**config.mk**
```make
export PLATFORM = sky130hd
export DESIGN_NAME = fetch_unit
export DESIGN_NICKNAME = d
export VERILOG_FILES = /design/src/rtl/fetch_unit.sv
export SDC_FILE = /design/constraint.sdc
export NUM_CORES = 1
export LEC_CHECK = 0
export ABC_AREA = 1
export BUFFER_PORTS_ARGS = -buffer_cell sky130_fd_sc_hd__buf_4
export CORE_MARGIN = 2
export CORE_UTILIZATION = 63
export DETAILED_ROUTE_END_ITERATION = 10
export GPL_TIMING_DRIVEN = 0
export MAX_ROUTING_LAYER = met4
export PLACE_DENSITY_LB_ADDON = 0.2
export SYNTH_ARGS = -nofsm -noshare
export SYNTH_HDL_FRONTEND = slang
export SYNTH_SLANG_ARGS = --single-unit
export TNS_END_PERCENT = 1
```
**constraint.sdc**
```tcl
create_clock -name clk -period 25 [get_ports clk]
set_input_delay 1.25 -clock clk [delete_from_list [all_inputs] [get_ports clk]]
set_output_delay 1.25 -clock clk [all_outputs]
set_load 0.01 [all_outputs]
```
**src/rtl/fetch_unit.sv**
```systemverilog
// ---------------------------------------------------------------------------
// fetch_unit
//
// Sequential instruction fetch stage. Owns the architectural fetch PC, issues
// one instruction-memory request at a time, and buffers returned words in a
// small FIFO tagged with their PC and predicted next PC for the decode stage.
// Redirects from execute/commit flush the FIFO and discard any in-flight
// response.
//
// Optional feature macro: FETCH_BPRED_EN
//   defined   -> static prediction (JAL taken, backward branches taken)
//   undefined -> predicted next PC is always pc + 4
//
// Ports:
//   clk, rst            clock (rising edge), synchronous active-high reset
//   redirect_valid/pc   flush and restart fetch at redirect_pc
//   imem_req_*          request channel (valid/ready, address = fetch PC)
//   imem_resp_*         response channel (one cycle per accepted request)
//   fetch_o_*           queue head towards decode (valid, instr, pc,
//                       pc + 4, predicted next pc)
//   decode_i_ready      decode consumes the queue head
// ---------------------------------------------------------------------------
module fetch_unit #(
    parameter int unsigned     XLEN        = 64,
    parameter int unsigned     ILEN        = 32,
    parameter logic [XLEN-1:0] RESET_PC    = XLEN'(64'h8000_0000),
    parameter int unsigned     QUEUE_DEPTH = 4
) (
    input  logic            clk,
    input  logic            rst,
    input  logic            redirect_valid,
    input  logic [XLEN-1:0] redirect_pc,
    output logic            imem_req_valid,
    input  logic            imem_req_ready,
    output logic [XLEN-1:0] imem_req_addr,
    input  logic            imem_resp_valid,
    input  logic [ILEN-1:0] imem_resp_data,
    output logic            fetch_o_valid,
    input  logic            decode_i_ready,
    output logic [ILEN-1:0] fetch_o_instr,
    output logic [XLEN-1:0] fetch_o_pc,
    output logic [XLEN-1:0] fetch_o_pc_plus_4,
    output logic [XLEN-1:0] fetch_o_pre_pc
);

    localparam int unsigned PTR_W = $clog2(QUEUE_DEPTH);
    localparam int unsigned CNT_W = PTR_W + 1;
    localparam logic [CNT_W-1:0] DEPTH_C = CNT_W'(QUEUE_DEPTH);

    localparam logic [1:0] ST_IDLE = 2'd0;
    localparam logic [1:0] ST_WAIT = 2'd1;
    localparam logic [1:0] ST_DROP = 2'd2;

    logic [1:0]       state_q,    state_d;
    logic [XLEN-1:0]  fetch_pc_q, fetch_pc_d;
    logic [PTR_W-1:0] wr_ptr_q,   wr_ptr_d;
    logic [PTR_W-1:0] rd_ptr_q,   rd_ptr_d;
    logic [CNT_W-1:0] count_q,    count_d;

    logic [ILEN-1:0]  q_instr_q [QUEUE_DEPTH];
    logic [ILEN-1:0]  q_instr_d [QUEUE_DEPTH];
    logic [XLEN-1:0]  q_pc_q    [QUEUE_DEPTH];
    logic [XLEN-1:0]  q_pc_d    [QUEUE_DEPTH];
    logic [XLEN-1:0]  q_pre_q   [QUEUE_DEPTH];
    logic [XLEN-1:0]  q_pre_d   [QUEUE_DEPTH];

    logic [XLEN-1:0]  pre_pc;
    logic             handshake;
    logic             push;
    logic             pop;

    // Next-PC prediction for the word currently on the response bus.
`ifdef FETCH_BPRED_EN
    logic [6:0]      resp_opcode;
    logic [XLEN-1:0] j_imm;
    logic [XLEN-1:0] b_imm;

    assign resp_opcode = imem_resp_data[6:0];
    assign j_imm = {{(XLEN-21){imem_resp_data[31]}}, imem_resp_data[31],
                    imem_resp_data[19:12], imem_resp_data[20],
                    imem_resp_data[30:21], 1'b0};
    assign b_imm = {{(XLEN-13){imem_resp_data[31]}}, imem_resp_data[31],
                    imem_resp_data[7], imem_resp_data[30:25],
                    imem_resp_data[11:8], 1'b0};

    // JAL is always taken; conditional branches are taken only when the
    // offset is negative (loop-closing branch heuristic).
    always_comb begin
        pre_pc = fetch_pc_q + XLEN'(4);
        if (resp_opcode == 7'b1101111) begin
            pre_pc = fetch_pc_q + j_imm;
        end else if (resp_opcode == 7'b1100011 && imem_resp_data[31]) begin
            pre_pc = fetch_pc_q + b_imm;
        end
    end
`else
    assign pre_pc = fetch_pc_q + XLEN'(4);
`endif

    // A request is only offered when nothing is in flight and the queue has
    // room, so every response is guaranteed a slot. Redirect and reset
    // suppress the request so no handshake can coincide with a flush.
    assign imem_req_valid = (state_q == ST_IDLE) && (count_q < DEPTH_C)
                            && !redirect_valid && !rst;
    assign imem_req_addr  = fetch_pc_q;
    assign handshake      = imem_req_valid && imem_req_ready;

    // Head of queue is read from registered storage only; zeros when empty.
    assign fetch_o_valid     = (count_q != '0);
    assign fetch_o_instr     = fetch_o_valid ? q_instr_q[rd_ptr_q] : '0;
    assign fetch_o_pc        = fetch_o_valid ? q_pc_q[rd_ptr_q] : '0;
    assign fetch_o_pc_plus_4 = fetch_o_valid ? (q_pc_q[rd_ptr_q] + XLEN'(4)) : '0;
    assign fetch_o_pre_pc    = fetch_o_valid ? q_pre_q[rd_ptr_q] : '0;

    // Next-state logic: request FSM, fetch PC and FIFO bookkeeping. Redirect
    // wins over everything: the queue is cleared, any pop or same-cycle
    // response is ignored, and an outstanding request turns into DROP so its
    // response is thrown away when it eventually arrives.
    always_comb begin
        state_d    = state_q;
        fetch_pc_d = fetch_pc_q;
        wr_ptr_d   = wr_ptr_q;
        rd_ptr_d   = rd_ptr_q;
        count_d    = count_q;
        q_instr_d  = q_instr_q;
        q_pc_d     = q_pc_q;
        q_pre_d    = q_pre_q;
        push       = 1'b0;
        pop        = 1'b0;

        if (redirect_valid) begin
            fetch_pc_d = redirect_pc;
            wr_ptr_d   = '0;
            rd_ptr_d   = '0;
            count_d    = '0;
            // Nothing is in flight from IDLE (the request is suppressed), and
            // a response landing this very cycle closes the outstanding one.
            if (state_q == ST_IDLE || imem_resp_valid) begin
                state_d = ST_IDLE;
            end else begin
                state_d = ST_DROP;
            end
        end else begin
            pop = fetch_o_valid && decode_i_ready;
            case (state_q)
                ST_IDLE: begin
                    if (handshake) begin
                        state_d = ST_WAIT;
                    end
                end
                ST_WAIT: begin
                    if (imem_resp_valid) begin
                        push       = 1'b1;
                        fetch_pc_d = pre_pc;
                        state_d    = ST_IDLE;
                    end
                end
                ST_DROP: begin
                    if (imem_resp_valid) begin
                        state_d = ST_IDLE;
                    end
                end
                default: begin
                    state_d = ST_IDLE;
                end
            endcase

            if (push) begin
                q_instr_d[wr_ptr_q] = imem_resp_data;
                q_pc_d[wr_ptr_q]    = fetch_pc_q;
                q_pre_d[wr_ptr_q]   = pre_pc;
                wr_ptr_d            = wr_ptr_q + 1'b1;
            end
            if (pop) begin
                rd_ptr_d = rd_ptr_q + 1'b1;
            end
            if (push && !pop) begin
                count_d = count_q + 1'b1;
            end else if (pop && !push) begin
                count_d = count_q - 1'b1;
            end
        end
    end

    // Control state with synchronous reset; dropping state to IDLE also
    // forgets any outstanding request, so a late response is ignored.
    always_ff @(posedge clk) begin
        if (rst) begin
            state_q    <= ST_IDLE;
            fetch_pc_q <= RESET_PC;
            wr_ptr_q   <= '0;
            rd_ptr_q   <= '0;
            count_q    <= '0;
        end else begin
            state_q    <= state_d;
            fetch_pc_q <= fetch_pc_d;
            wr_ptr_q   <= wr_ptr_d;
            rd_ptr_q   <= rd_ptr_d;
            count_q    <= count_d;
        end
    end

    // Queue payload storage; never reset because the outputs are masked
    // whenever the queue is empty.
    always_ff @(posedge clk) begin
        q_instr_q <= q_instr_d;
        q_pc_q    <= q_pc_d;
        q_pre_q   <= q_pre_d;
    end

endmodule

```
Yosys cells after proc, flatten, opt, wreduce, memory -nomap -nowiden
Cells that the tools add are included.
- flip-flop bits (word level): 713
- output and inout port bits: 290
- bits of input ports: 102
- logic and storage cells: 90
- muxes and demuxes: 33
- reduce and logical (&&, ||, !) cells: 23
- $add $sub $neg: 6
- equality and inequality tests: 4
- bitwise operators: 3
- order comparisons: 4
- operator list (cell ; number):
    $mux 64 ; 11
    $bwmux 256 ; 2
    $bmux 64 s2 ; 2
    $add 64x3->64 const B ; 2
    $bwmux 128 ; 1
    $demux 64 s2 ; 1
    $mux 32 ; 4
    $bmux 32 s2 ; 1
    $demux 32 s2 ; 1
    $logic_and 1x1->1 ; 8
    $mux 2 ; 4
    $ge 3x3->1 const B ; 2
    $mux 3 ; 2
    $not 2->3 ; 2
    $reduce_and 2->1 ; 3
    $reduce_bool 2->1 ; 3
    $add 2x1->2 const B ; 2
    $logic_not 1->1 ; 4
    $pmux 2 s2 ; 1
    $reduce_or 2->1 ; 2
    $add 3x1->3 const B ; 1
    $lt 3x1->1 const B ; 1
    $lt 3x3->1 const B ; 1
    $mux 1 ; 3
    9 further kinds ; 9

Logic depth before layout (Yosys ltp)
- depth in word-level cells: 8
- mapped depth: 18
- depth with buffers taken out: 16

Worst setup path before layout
No wires, ideal clock.
- path kind: input port to flip-flop
- from: input port redirect_valid
- to: register q_instr_q[0] (netlist name), enable pin
- setup time: 0.678 ns
- required time: 24.322 ns
- arrival time: 8.703 ns
- stages: 5
- buffers on the path: 2
- path slack: 15.619 ns
- cell sequence: clkbuf_1 nor2_1 clkbuf_1 inv_1 nor2_1
- word-level cells in the longest chain between the ends: 2
- ends and longest elaborated chain (what ; line ; RTL):
    start: declaration ; 31 ; input logic redirect_valid,
    $not 1->1 (no line) ; n/a ;
    $reduce_and 2->1 (no line) ; n/a ;
    end signal: assignment ; 206 ; q_instr_q <= q_instr_d;
    end: declaration ; 60 ; logic [ILEN-1:0] q_instr_q [QUEUE_DEPTH];
No other way between the ends.
A chain may end at the register's enable or synchronous reset.

Final worst setup path
- from: register count_q[2]
- to: output port fetch_o_pre_pc[57]
- word-level cells in the longest chain between the ends: 2
- ends and longest elaborated chain (what ; line ; RTL):
    start: declaration ; 58 ; logic [CNT_W-1:0] count_q, count_d;
    start signal: assignment ; 199 ; count_q <= count_d;
    $reduce_bool 3->1 ; 109 ; assign fetch_o_valid = (count_q != '0);
    $mux 64 ; 113 ; assign fetch_o_pre_pc = fetch_o_valid ? q_pre_q[rd_ptr_q] : '0;
    end: declaration ; 43 ; output logic [XLEN-1:0] fetch_o_pre_pc
No other way between the ends.

==> flow_summary.toml <==
[timing]
hold_viol = 0
tightest_slew_ps = 1131
max_freq_ghz = 0.1966
maxSlewViolCount = 0
maxSlewHeadroom = 0.2462
min_period_ps = 5087
fin_tns_setup_ps = 0
hold_slack_ps = 463.7
fin_crit_sh = 0.2035
setup-violations-final = 0
timing.final.ws_setup_ps = 19910
skew_ps = 30.07
rsz0062_at_grt = "no"

[worst_hold_path]
min_from = "state_q[1]"
hp-class = "flip-flop to flip-flop"

[worst_setup_path]
critPathCaptureType = "output pin"
worstPathRequired_ps = 23750
cpMostUsedCell = "clkbuf_1"
cp_slowest_stage_delay_ps = 900
ff2ff_setup_slack_ps = 20710
path_buf_inv = 3
r2r_cells = 10
crit_start = "count_q[2]"
r2r_start = "state_q[1]"
path_depth = 5
arrival_ps = 3840
startpoint_type = "flip-flop"
critPathTopFamily = "buffers and inverters"
worstSetupEndpoint = "fetch_o_pre_pc[57]"
crit_type = "flip-flop to output pin"
critPathMaxFanout = 10
crit_slowest_cell = "clkbuf_1"
r2r-end = "q_pc_q[240]"
path_cells = "nor3_1 > clkbuf_1 > clkbuf_1 > a21oi_1 > buf_4"

[layout]
stdcell_count = 4761
fill_cells = 3419
finalNetCount = 4132
layout-drive-gt1-share = 0.1581
fin_area_um2 = 39460
area_delta_synth_final_pct = 20.31

[yosys]
syn_inst = 3532
synth_nets = 3644
ys_seq_area_frac = 0.6232
yosysUniqueCellTypes = 35
netlist_area_um2 = 32800
synth-seq-cells = 705
synth_area_per_cell_um2 = 9.286
synth_warnings = 0

[global_route]
grt_overflow = 0
grt_pass1_vias = 25850
grt_max_degree = 31
grt_pass1_wl_um = 157000
antenna_found_initial = 6
grt_usage = 0.4106

[placement]
io_buffers = 390
finalWeightedCongestion = 1.043
preCtsSetupSlack_ps = 19950
placed_area_um2 = 37190
dp_cells = 4628
dp_hpwl_um = 78070

[clock_tree]
htree_levels = 3
tritoncts = "yes"
cts_setup_buffers = 0
cts_made_buffers = 70
cts.sinks = 705
cts_buffer_depth = 3
path_clk_slew_ps = 60
ctsHoldBuffers = 0
cts-root-buf = "clkbuf_16"
worstSkewPairLatency_ps = 630
cts-resized-gates = 0

[pwr]
powerDensity_nw_per_um2 = 67.71
ir_drop_uv = 93.97
leakagePower_uw = 0.01533

[outcome]
status = "finished, final reports clean"

[die]
rows = 83
die_w_um = 232.2
core-area_um2 = 51410
die_h_um = 232.2
initial_core_util = 0.6380
die-area_um2 = 53900
pin_count = 392

[routing]
drc = 0
ant_nets = 0
wire_per_inst_um = 22.69
first_pass_iters = 6
vias = 28220
drt_iter0_markers = 3842
viasPerCell = 5.928
wirelength_um = 108000

[run]
drv_cap = 0
-- worst register-to-register path, delay by kind of cell (launching register included) --
kind / cells / cell delay, ps
buffers and inverters: 6 / 1860
AND/OR/NAND/NOR: 3 / 1660
flip-flops: 1 / 310
adder cells (fa/ha/maj): 1 / 140
-- layout by cell type (no fill, tap or decap), types with 18 or more instances in the layout --
cell         n
edfxtp_1   632
buf_4      414
nor2_2      23
nor3_1      37
o21ai_0    260
buf_2       43
clkbuf_16   72
buf_1       24
a31oi_1     29
nand3_1    193
buf_12      18
inv_1      172
a21oi_1    172
dfxtp_1     73
clkbuf_1    87
nor2_1     749
nand2_1    905
xor2_1      42
-- state kept, by name (all words and copies together) (netlist names) --
register and cells:
rd_ptr_q 2, imem_req_addr 64, count_q 3, q_pre_q 248, q_instr_q 128, wr_ptr_q 2
state_q 2, q_pc_q 256
-- layer usage --
metal / global-route usage / vias up / routed length (um)
met3: 0.06741 / 319 / 13320
met1: 0.5348 / 13120 / 39160
met5: - / - / 0
met4: 0.2049 / 0 / 5892
met2: 0.6301 / 1974 / 49640
li1: - / 12810 / -
-- worst min path at each step --
| stage | to | slack (ps) | depth (start not counted) |
|---|---|---|---|
| CTS | state_q[1] | 460 | 2 |
| floorplan | state_q[1] | 440 | 2 |
| global route | state_q[1] | 490 | 2 |
| global placement | state_q[1] | 450 | 2 |
| finish | state_q[1] | 460 | 2 |
| detailed placement | state_q[1] | 450 | 2 |
-- metrics by stage --
step           power, uW  utilization
5_1_grt             2738       0.7676
4_1_cts             2661       0.7673
6_report            2672       0.7676
3_3_place_gp        1645       0.7115
2_1_floorplan       1489            -
3_5_place_dp        1648       0.7234
-- where the power goes --
| part | switching [uW] | leakage (uW) | internal, uW |
|---|---|---|---|
| Combinational | 196 | 0.00789 | 110 |
| Sequential | 24.7 | 0.00634 | 1300 |
| Clock | 446 | 0.00110 | 593 |
-- final cells by class --
cell class / count / area [um2] / area share
Inverter: 174 / 663.1 / 0.01681
Buffer: 170 / 875.8 / 0.02220
Multi-Input combinational cell: 2483 / 10850 / 0.2750
Timing Repair Buffer: 416 / 3508 / 0.08891
Tap cell: 680 / 850.8 / 0.02156
Antenna cell: 7 / 17.52 / 0.0004439
Clock inverter: 28 / 295.3 / 0.007483
Clock buffer: 98 / 1959 / 0.04965
Sequential cell: 705 / 20440 / 0.5180
-- synth_stat cells, drive strengths merged --
library cell    n  area [um2]
fa              1       20.02
xnor2           9       78.83
o21ai         260        1301
a31oi          29       181.4
a21oi         172       860.8
inv           174       663.1
nor2          783        3049
or2             1       6.260
a32o            1       10.01
buf           103       624.4
clkbuf         67       251.5
and2            2       12.52
dfxtp          73        1461
nand4          16       100.1
nand3         195       985.9
xor2           42       367.9
edfxtp        632       18980
nand2         917        3472
nor3           38       201.5
nand3b          3       22.52
ha              9       112.6
a211oi          2       15.01
o211ai          3       22.52
-- cells by family (layout without fill, tap and decap cells) --
group           count (synthesis)  in the layout  share of synthesized area
simple gates                 1955           1955                     0.2393
flops                         705            705                     0.6232
compound gates                467            467                    0.07290
buf+inv                       344            886                    0.04692
xor+xnor                       51             51                    0.01362
fa+ha+maj                      10             10                   0.004044
other cells                     0              7                          0
Note: power is estimated with default switching activity, not from simulation.
